<file path="src/rtl/tl_slave_buffer_if.sv">
// TileLink channel payload types and the A-E bus bundle seen by tl_slave_buffer.
// The Master modport is the buffer's view: it consumes A/C/E and produces B/D.
package tl_pkg;

    typedef struct packed {
        logic [2:0]  opcode;
        logic [2:0]  param;
        logic [3:0]  size;
        logic [7:0]  source;
        logic [31:0] address;
        logic [3:0]  mask;
        logic [31:0] data;
        logic        corrupt;
    } A_chan_bits_t;

    typedef struct packed {
        logic [2:0]  opcode;
        logic [2:0]  param;
        logic [3:0]  size;
        logic [7:0]  source;
        logic [31:0] address;
        logic [3:0]  mask;
        logic [31:0] data;
        logic        corrupt;
    } B_chan_bits_t;

    typedef struct packed {
        logic [2:0]  opcode;
        logic [2:0]  param;
        logic [3:0]  size;
        logic [7:0]  source;
        logic [31:0] address;
        logic [31:0] data;
        logic        corrupt;
    } C_chan_bits_t;

    typedef struct packed {
        logic [2:0]  opcode;
        logic [1:0]  param;
        logic [3:0]  size;
        logic [7:0]  source;
        logic [7:0]  sink;
        logic        denied;
        logic [31:0] data;
        logic        corrupt;
    } D_chan_bits_t;

    typedef struct packed {
        logic [7:0] sink;
    } E_chan_bits_t;

endpackage

interface TL_BUS;
    import tl_pkg::*;

    logic         a_valid;
    logic         a_ready;
    A_chan_bits_t a_bits;
    logic         b_valid;
    logic         b_ready;
    B_chan_bits_t b_bits;
    logic         c_valid;
    logic         c_ready;
    C_chan_bits_t c_bits;
    logic         d_valid;
    logic         d_ready;
    D_chan_bits_t d_bits;
    logic         e_valid;
    logic         e_ready;
    E_chan_bits_t e_bits;

    modport Master (
        input  a_valid, a_bits, output a_ready,
        output b_valid, b_bits, input  b_ready,
        input  c_valid, c_bits, output c_ready,
        output d_valid, d_bits, input  d_ready,
        input  e_valid, e_bits, output e_ready
    );

    modport Slave (
        output a_valid, a_bits, input  a_ready,
        input  b_valid, b_bits, output b_ready,
        output c_valid, c_bits, input  c_ready,
        input  d_valid, d_bits, output d_ready,
        output e_valid, e_bits, input  e_ready
    );

endinterface

</file>
<file path="src/rtl/tl_slave_buffer.sv">
// Per-channel FIFO decoupling between a TileLink bus bundle and a slave device,
// with occupancy and idle reporting. A depth of 0 makes a channel a plain wire.
module tl_slave_buffer_chan #(
    parameter int  DEPTH = 2,
    parameter type T     = logic
) (
    input  logic       clk,
    input  logic       rst,
    input  logic       p_valid,
    output logic       p_ready,
    input  T           p_bits,
    output logic       q_valid,
    input  logic       q_ready,
    output T           q_bits,
    output logic [7:0] cnt_o
);

    if (DEPTH == 0) begin : g_pass
        assign q_valid = p_valid;
        assign q_bits  = p_bits;
        assign p_ready = q_ready;
        assign cnt_o   = '0;
    end else begin : g_fifo
        localparam int PW = (DEPTH > 1) ? $clog2(DEPTH) : 1;
        localparam int CW = $clog2(DEPTH + 1);
        // Storage is rounded up to a power of two so pointer indexing is always in range.
        localparam int MW = 1 << PW;

        logic [PW-1:0] wp_q, wp_d, rp_q, rp_d;
        logic [CW-1:0] cnt_q, cnt_d;
        T              mem_q [MW];
        T              mem_d [MW];
        logic          push, pop;

        always_comb begin
            p_ready = (cnt_q != CW'(DEPTH));
            q_valid = (cnt_q != '0);
            q_bits  = mem_q[rp_q];
            push    = p_valid & p_ready;
            pop     = q_valid & q_ready;
            wp_d    = wp_q;
            rp_d    = rp_q;
            cnt_d   = cnt_q;
            mem_d   = mem_q;
            if (push) begin
                mem_d[wp_q] = p_bits;
                wp_d        = (wp_q == PW'(DEPTH - 1)) ? '0 : wp_q + PW'(1);
            end
            if (pop) begin
                rp_d = (rp_q == PW'(DEPTH - 1)) ? '0 : rp_q + PW'(1);
            end
            case ({push, pop})
                2'b10:   cnt_d = cnt_q + CW'(1);
                2'b01:   cnt_d = cnt_q - CW'(1);
                default: cnt_d = cnt_q;
            endcase
        end

        always_ff @(posedge clk or posedge rst) begin
            if (rst) begin
                wp_q  <= '0;
                rp_q  <= '0;
                cnt_q <= '0;
            end else begin
                wp_q  <= wp_d;
                rp_q  <= rp_d;
                cnt_q <= cnt_d;
            end
        end

        always_ff @(posedge clk) begin
            mem_q <= mem_d;
        end

        assign cnt_o = 8'(cnt_q);
    end

endmodule

module tl_slave_buffer #(
    parameter int A_DEPTH = 2,
    parameter int B_DEPTH = 2,
    parameter int C_DEPTH = 2,
    parameter int D_DEPTH = 2,
    parameter int E_DEPTH = 1
) (
    input  logic                 clk_i,
    input  logic                 rst_i,
    TL_BUS.Master                slave,
    output logic                 A_valid_o,
    input  logic                 A_ready_i,
    output tl_pkg::A_chan_bits_t A_bits_o,
    input  logic                 B_valid_i,
    output logic                 B_ready_o,
    input  tl_pkg::B_chan_bits_t B_bits_i,
    output logic                 C_valid_o,
    input  logic                 C_ready_i,
    output tl_pkg::C_chan_bits_t C_bits_o,
    input  logic                 D_valid_i,
    output logic                 D_ready_o,
    input  tl_pkg::D_chan_bits_t D_bits_i,
    output logic                 E_valid_o,
    input  logic                 E_ready_i,
    output tl_pkg::E_chan_bits_t E_bits_o,
    output logic [4:0][7:0]      occ_o,
    output logic                 idle_o
);

    if (A_DEPTH < 0 || B_DEPTH < 0 || C_DEPTH < 0 || D_DEPTH < 0 || E_DEPTH < 0) begin : g_neg_depth
        $fatal(1, "tl_slave_buffer: channel depth must not be negative");
    end
    if (A_DEPTH > 255 || B_DEPTH > 255 || C_DEPTH > 255 || D_DEPTH > 255 || E_DEPTH > 255) begin : g_big_depth
        $fatal(1, "tl_slave_buffer: channel depth must not exceed 255");
    end

    tl_slave_buffer_chan #(.DEPTH(A_DEPTH), .T(tl_pkg::A_chan_bits_t)) u_a (
        .clk(clk_i), .rst(rst_i),
        .p_valid(slave.a_valid), .p_ready(slave.a_ready), .p_bits(slave.a_bits),
        .q_valid(A_valid_o), .q_ready(A_ready_i), .q_bits(A_bits_o),
        .cnt_o(occ_o[0])
    );

    tl_slave_buffer_chan #(.DEPTH(B_DEPTH), .T(tl_pkg::B_chan_bits_t)) u_b (
        .clk(clk_i), .rst(rst_i),
        .p_valid(B_valid_i), .p_ready(B_ready_o), .p_bits(B_bits_i),
        .q_valid(slave.b_valid), .q_ready(slave.b_ready), .q_bits(slave.b_bits),
        .cnt_o(occ_o[1])
    );

    tl_slave_buffer_chan #(.DEPTH(C_DEPTH), .T(tl_pkg::C_chan_bits_t)) u_c (
        .clk(clk_i), .rst(rst_i),
        .p_valid(slave.c_valid), .p_ready(slave.c_ready), .p_bits(slave.c_bits),
        .q_valid(C_valid_o), .q_ready(C_ready_i), .q_bits(C_bits_o),
        .cnt_o(occ_o[2])
    );

    tl_slave_buffer_chan #(.DEPTH(D_DEPTH), .T(tl_pkg::D_chan_bits_t)) u_d (
        .clk(clk_i), .rst(rst_i),
        .p_valid(D_valid_i), .p_ready(D_ready_o), .p_bits(D_bits_i),
        .q_valid(slave.d_valid), .q_ready(slave.d_ready), .q_bits(slave.d_bits),
        .cnt_o(occ_o[3])
    );

    tl_slave_buffer_chan #(.DEPTH(E_DEPTH), .T(tl_pkg::E_chan_bits_t)) u_e (
        .clk(clk_i), .rst(rst_i),
        .p_valid(slave.e_valid), .p_ready(slave.e_ready), .p_bits(slave.e_bits),
        .q_valid(E_valid_o), .q_ready(E_ready_i), .q_bits(E_bits_o),
        .cnt_o(occ_o[4])
    );

    // Pass-through channels report zero, so this only looks at buffered counts.
    assign idle_o = (occ_o == '0);

endmodule
</file>
<file path="src/flat_wrapper.sv">
// flat-port wrapper written by rule: the top's interface ports become plain ports
module tl_slave_buffer_flat 
#(
    parameter int A_DEPTH = 2,
    parameter int B_DEPTH = 2,
    parameter int C_DEPTH = 2,
    parameter int D_DEPTH = 2,
    parameter int E_DEPTH = 1
)
  (clk_i, rst_i, A_valid_o, A_ready_i, A_bits_o, B_valid_i, B_ready_o, B_bits_i, C_valid_o, C_ready_i, C_bits_o, D_valid_i, D_ready_o, D_bits_i, E_valid_o, E_ready_i, E_bits_o, occ_o, idle_o, slave_a_valid, slave_a_bits, slave_a_ready, slave_b_valid, slave_b_bits, slave_b_ready, slave_c_valid, slave_c_bits, slave_c_ready, slave_d_valid, slave_d_bits, slave_d_ready, slave_e_valid, slave_e_bits, slave_e_ready);
  TL_BUS slave_i ();
  input  logic clk_i;
  input  logic rst_i;
  output logic A_valid_o;
  input  logic A_ready_i;
  output tl_pkg::A_chan_bits_t A_bits_o;
  input  logic B_valid_i;
  output logic B_ready_o;
  input  tl_pkg::B_chan_bits_t B_bits_i;
  output logic C_valid_o;
  input  logic C_ready_i;
  output tl_pkg::C_chan_bits_t C_bits_o;
  input  logic D_valid_i;
  output logic D_ready_o;
  input  tl_pkg::D_chan_bits_t D_bits_i;
  output logic E_valid_o;
  input  logic E_ready_i;
  output tl_pkg::E_chan_bits_t E_bits_o;
  output logic [4:0][7:0] occ_o;
  output logic idle_o;
  input wire logic [$bits(slave_i.a_valid)-1:0] slave_a_valid;
  input wire logic [$bits(slave_i.a_bits)-1:0] slave_a_bits;
  output wire logic [$bits(slave_i.a_ready)-1:0] slave_a_ready;
  output wire logic [$bits(slave_i.b_valid)-1:0] slave_b_valid;
  output wire logic [$bits(slave_i.b_bits)-1:0] slave_b_bits;
  input wire logic [$bits(slave_i.b_ready)-1:0] slave_b_ready;
  input wire logic [$bits(slave_i.c_valid)-1:0] slave_c_valid;
  input wire logic [$bits(slave_i.c_bits)-1:0] slave_c_bits;
  output wire logic [$bits(slave_i.c_ready)-1:0] slave_c_ready;
  output wire logic [$bits(slave_i.d_valid)-1:0] slave_d_valid;
  output wire logic [$bits(slave_i.d_bits)-1:0] slave_d_bits;
  input wire logic [$bits(slave_i.d_ready)-1:0] slave_d_ready;
  input wire logic [$bits(slave_i.e_valid)-1:0] slave_e_valid;
  input wire logic [$bits(slave_i.e_bits)-1:0] slave_e_bits;
  output wire logic [$bits(slave_i.e_ready)-1:0] slave_e_ready;
  assign slave_i.a_valid = slave_a_valid;
  assign slave_i.a_bits = slave_a_bits;
  assign slave_a_ready = slave_i.a_ready;
  assign slave_b_valid = slave_i.b_valid;
  assign slave_b_bits = slave_i.b_bits;
  assign slave_i.b_ready = slave_b_ready;
  assign slave_i.c_valid = slave_c_valid;
  assign slave_i.c_bits = slave_c_bits;
  assign slave_c_ready = slave_i.c_ready;
  assign slave_d_valid = slave_i.d_valid;
  assign slave_d_bits = slave_i.d_bits;
  assign slave_i.d_ready = slave_d_ready;
  assign slave_i.e_valid = slave_e_valid;
  assign slave_i.e_bits = slave_e_bits;
  assign slave_e_ready = slave_i.e_ready;
  tl_slave_buffer #(.A_DEPTH(A_DEPTH), .B_DEPTH(B_DEPTH), .C_DEPTH(C_DEPTH), .D_DEPTH(D_DEPTH), .E_DEPTH(E_DEPTH)) u_core (.clk_i(clk_i), .rst_i(rst_i), .slave(slave_i), .A_valid_o(A_valid_o), .A_ready_i(A_ready_i), .A_bits_o(A_bits_o), .B_valid_i(B_valid_i), .B_ready_o(B_ready_o), .B_bits_i(B_bits_i), .C_valid_o(C_valid_o), .C_ready_i(C_ready_i), .C_bits_o(C_bits_o), .D_valid_i(D_valid_i), .D_ready_o(D_ready_o), .D_bits_i(D_bits_i), .E_valid_o(E_valid_o), .E_ready_i(E_ready_i), .E_bits_o(E_bits_o), .occ_o(occ_o), .idle_o(idle_o));
endmodule
</file>
<file path="config.mk">
export PLATFORM = sky130hd
export DESIGN_NAME = tl_slave_buffer_flat
export DESIGN_NICKNAME = d
export VERILOG_FILES = /design/src/rtl/tl_slave_buffer_if.sv /design/src/rtl/tl_slave_buffer.sv /design/src/flat_wrapper.sv
export SDC_FILE = /design/constraint.sdc
export NUM_CORES = 1
export LEC_CHECK = 0
export ABC_AREA = 1
export BUFFER_PORTS_ARGS = -buffer_cell sky130_fd_sc_hd__buf_4
export CAP_MARGIN = 20
export CORE_AREA = 8 8 269 271
export DETAILED_ROUTE_END_ITERATION = 7
export DIE_AREA = 0 0 277 279
export RECOVER_POWER = 25
export SYNTH_ARGS = -nofsm -noshare
export SYNTH_HDL_FRONTEND = slang
export SYNTH_SLANG_ARGS = --single-unit
</file>
<file path="constraint.sdc">
create_clock -name clk_i -period 5.7 [get_ports clk_i]
set_clock_uncertainty 0.15 [all_clocks]
set_input_delay 0.855 -clock clk_i [delete_from_list [all_inputs] [get_ports clk_i]]
set_output_delay 0.855 -clock clk_i [all_outputs]
set_load 0.05 [all_outputs]
</file>
==> flow_summary_export.csv <==
group,metric,value,unit
status,status,"complete, no violations",
global_routing,met1_usage,0.165,
global_routing,grt_max_degree,89,
logic_synthesis,syn_inst,1825,
logic_synthesis,yosys_warnings,0,
setup_path,slowest_delay,0.73,ns
floorplanning,rows,96,
cts,path_clk_slew,0.06,ns
timing,finalSetupViolCount,0,
routing,antenna_left,0,
timing,rsz0062_at_grt,"false",
routing,vias,15700,
pwr,p_leak,13.8,nW
cts,clockBufferDepth,3,
timing,whs,0.308,ns
cts,insertion_delay,0.58,ns
logic_synthesis,yosys.area_share.simple,0.157,
logic_synthesis,synthFlopType,"edfxtp_1",
global_routing,grt-ovfl-total,0,
routing,vias_per_cell,4.51,
setup_path,cp_common_cell,"nand2_1",
setup_path,crit_buf_inv,2,
cts,cts_max_level,3,
logic_synthesis,syn-cell-area,24400,µm²
setup_path,slowest_stage,"inv_2",
pwr,totalPowerFinal,0.0211,W
logic_synthesis,synth-compound-area-share,0.00144,
global_routing,grt.met2_usage,0.298,
timing,drv_slew,0,
timing,tightestPinTransition,1.02,ns
timing,fmax,0.296,GHz
logic_synthesis,synthAdderAreaFrac,0.00205,
cts,cts_sinks,657,
logic_synthesis,ys_seq_area_frac,0.806,
global_routing,met3_usage,0.0773,
floorplanning,boundaryPins,711,
floorplanning,die_h,279,µm
floorplanning,initial_core_util,0.358,
global_routing,grt_pass1_wl,99.3,mm
timing,timing.slew.headroom,0.318,
cells_and_area,syn2layout_area_growth,33.4,%
setup_path,worstPathArrival,2.38,ns
routing,routed_wl,67.9,mm
pwr,peakVddDrop,0.394,mV
cts,post_cts_resized,0,
setup_path,path_class,"reg -> out",
cells_and_area,drive_gt1_frac,0.303,
run,cap_violations,0,
cells_and_area,fin_nets,2867,
pwr,p_per_area,649,nW/µm²
setup_path,critPathCaptureType,"output pin",
setup_path,required,4.70,ns
setup_path,crit_chain,"inv_2, nand2_1, nand2_1, buf_4",
global_routing,grt.total_usage,0.167,
cells_and_area,fill_cells,6055,
placement,hpwl,49.1,mm
floorplanning,die_x,277,µm
floorplanning,die-area,77300,µm²
global_routing,grt_busiest_layer,"met2",
cts,postCtsHoldBufs,0,
setup_path,critPathLaunchType,"flip-flop",
global_routing,antenna_found_initial,25,
cts,cts_tree,"built",
placement,gp_congestion,0.874,
logic_synthesis,yosys.area_share.xor_xnor,0.00144,
logic_synthesis,synth-edff-count,640,
setup_path,crit_family,"buffers and inverters",
logic_synthesis,synthMuxAreaShare,0,
hold_path,hold_path_class,"in -> reg",
logic_synthesis,synth_top_family_by_area,"simple AND/OR/NAND/NOR gates",
timing,hold_viol_final,0,
cts,numCtsBuffers,71,
setup_path,cp_max_fo,60,
placement,portBuffers,679,
floorplanning,core-area,68000,µm²
global_routing,grt_pass1_vias,16400,
routing,firstDrtPassIters,5,
routing,wl_per_cell,19.5,µm
timing,period_share,0.593,
routing,drc,0,
logic_synthesis,async_reset_ff_frac,0.0259,
timing,period_minus_slack,3.38,ns
routing,drtIter0Drc,948,
cts,post-cts-setup-buffers,0,
logic_synthesis,synth_area_per_cell,13.4,µm²
logic_synthesis,ys_types,17,
logic_synthesis,ys_ff_latch,657,
cts,root_buffer,"clkbuf_16",
[layer usage]
metal / vias to the layer above / part of all wire
met4: 8 / 0.036
met1: 7481 / 0.34
met2: 580 / 0.52
met3: 141 / 0.10
li1: 7504 / -
met5: - / 0.00084
[state kept, by name, indices dropped and copies added (netlist names), 2 cells and up]
signal / cells
u_core.u_b.g_fifo.cnt_q: 2
u_core.u_b.g_fifo.mem_q: 174
u_core.u_a.g_fifo.mem_q: 174
u_core.u_c.g_fifo.mem_q: 166
u_core.u_c.g_fifo.cnt_q: 2
u_core.u_a.g_fifo.cnt_q: 2
u_core.u_e.g_fifo.mem_q: 8
u_core.u_d.g_fifo.mem_q: 118
u_core.u_d.g_fifo.cnt_q: 2
[layout make-up]
type                       count  area, µm²  area share
sequential                   657      19600       0.605
timing repair buffer         700       5210       0.160
multi-input combinational   1060       4110       0.126
clock buffer                  92       1920      0.0591
tap                          882       1100      0.0340
clock inverter                39        322     0.00989
inverter                      37        143     0.00439
antenna                       20       50.0     0.00154
[kinds of logic after synthesis]
family | Yosys count
and+or+nand+nor | 1014
DFF | 657
buffers and inverters | 138
AOI/OAI and AO/OA | 7
xor gates and xnor gates | 4
adders and majority gates | 4
other | 1
[cells in the mapped netlist, types with 4 or more instances]
cell	n	area share
buf_6	7	0.0032
clkbuf_1	7	0.0011
xnor2_1	4	0.0014
dfrtp_1	17	0.017
inv_2	4	0.00062
edfxtp_1	640	0.79
nand4_1	4	0.0010
buf_2	50	0.010
buf_4	37	0.011
nand2_1	986	0.15
ha_1	4	0.0021
o21ai_0	5	0.0010
nand3_1	7	0.0014
nor2_1	17	0.0026
inv_1	33	0.0051
[layout by cell type, fill, tap and decap left out, types with 2 or more instances in the layout]
| cell type | synthesis | final |
|---|---|---|
| nand2_1 | 986 | 986 |
| edfxtp_1 | 640 | 640 |
| buf_4 | 37 | 473 |
| clkbuf_4 | 0 | 197 |
| clkbuf_16 | 0 | 74 |
| clkbuf_1 | 7 | 44 |
| inv_1 | 33 | 31 |
| conb_1 | 1 | 31 |
| diode_2 | 0 | 20 |
| clkinv_1 | 0 | 19 |
| dfrtp_1 | 17 | 13 |
| clkinv_2 | 0 | 12 |
| nor2_1 | 17 | 11 |
| nand3_1 | 7 | 7 |
| nor2_4 | 0 | 6 |
| o21ai_0 | 5 | 5 |
| nand4_1 | 4 | 4 |
| xnor2_1 | 4 | 4 |
| ha_1 | 4 | 4 |
| buf_12 | 0 | 4 |
| dfrtp_2 | 0 | 4 |
| inv_2 | 4 | 3 |
| bufinv_16 | 0 | 3 |
| a21oi_1 | 2 | 2 |
| clkinv_8 | 0 | 2 |
| clkinvlp_4 | 0 | 2 |
[metrics by stage]
stage / utilization / TNS (ns) / cells / setup slack [ns] / instance area (µm²)
6_report: 0.478 / 0 / 3487 / 2.32 / 32500
5_1_grt: 0.478 / 0 / 3484 / 2.11 / 32500
4_1_cts: 0.478 / 0 / 3465 / 1.70 / 32500
3_3_place_gp: 0.445 / 0 / 3332 / 2.49 / 30200
2_1_floorplan: - / -1.09 / 1855 / -0.0126 / 24500
3_5_place_dp: 0.445 / 0 / 3334 / 2.38 / 30300
[power breakdown]
part / switching [W] / internal (W)
Sequential: 0.000316 / 0.00659
Combinational: 0.00748 / 0.00237
Clock: 0.00181 / 0.00253
[worst paths after layout]
path	start	depth (start not counted)	end	slack (ns)
min in group asynchronous	rst_i	2	u_core.u_e.q_valid$_DFFE_PP0P_	0.32
max in group asynchronous	rst_i	2	u_core.u_b.g_fifo.rp_q$_DFFE_PP0P_	4.46
worst min register to register	u_core.u_c.g_fifo.wp_q$_DFFE_PP0P_	2	u_core.u_c.g_fifo.wp_q$_DFFE_PP0P_	0.33
worst max-delay path	u_core.u_d.g_fifo.rp_q$_DFFE_PP0P_	4	slave_d_bits[39]	2.32
worst min-delay path	slave_a_bits[22]	1	u_core.u_a.g_fifo.mem_q[22]$_DFFE_PP_	0.31
worst max register to register	u_core.u_c.g_fifo.cnt_q[0]$_DFFE_PP0P_	5	u_core.u_c.g_fifo.mem_q[76]$_DFFE_PP_	3.06
Note: power is estimated with default switching activity, not from simulation.
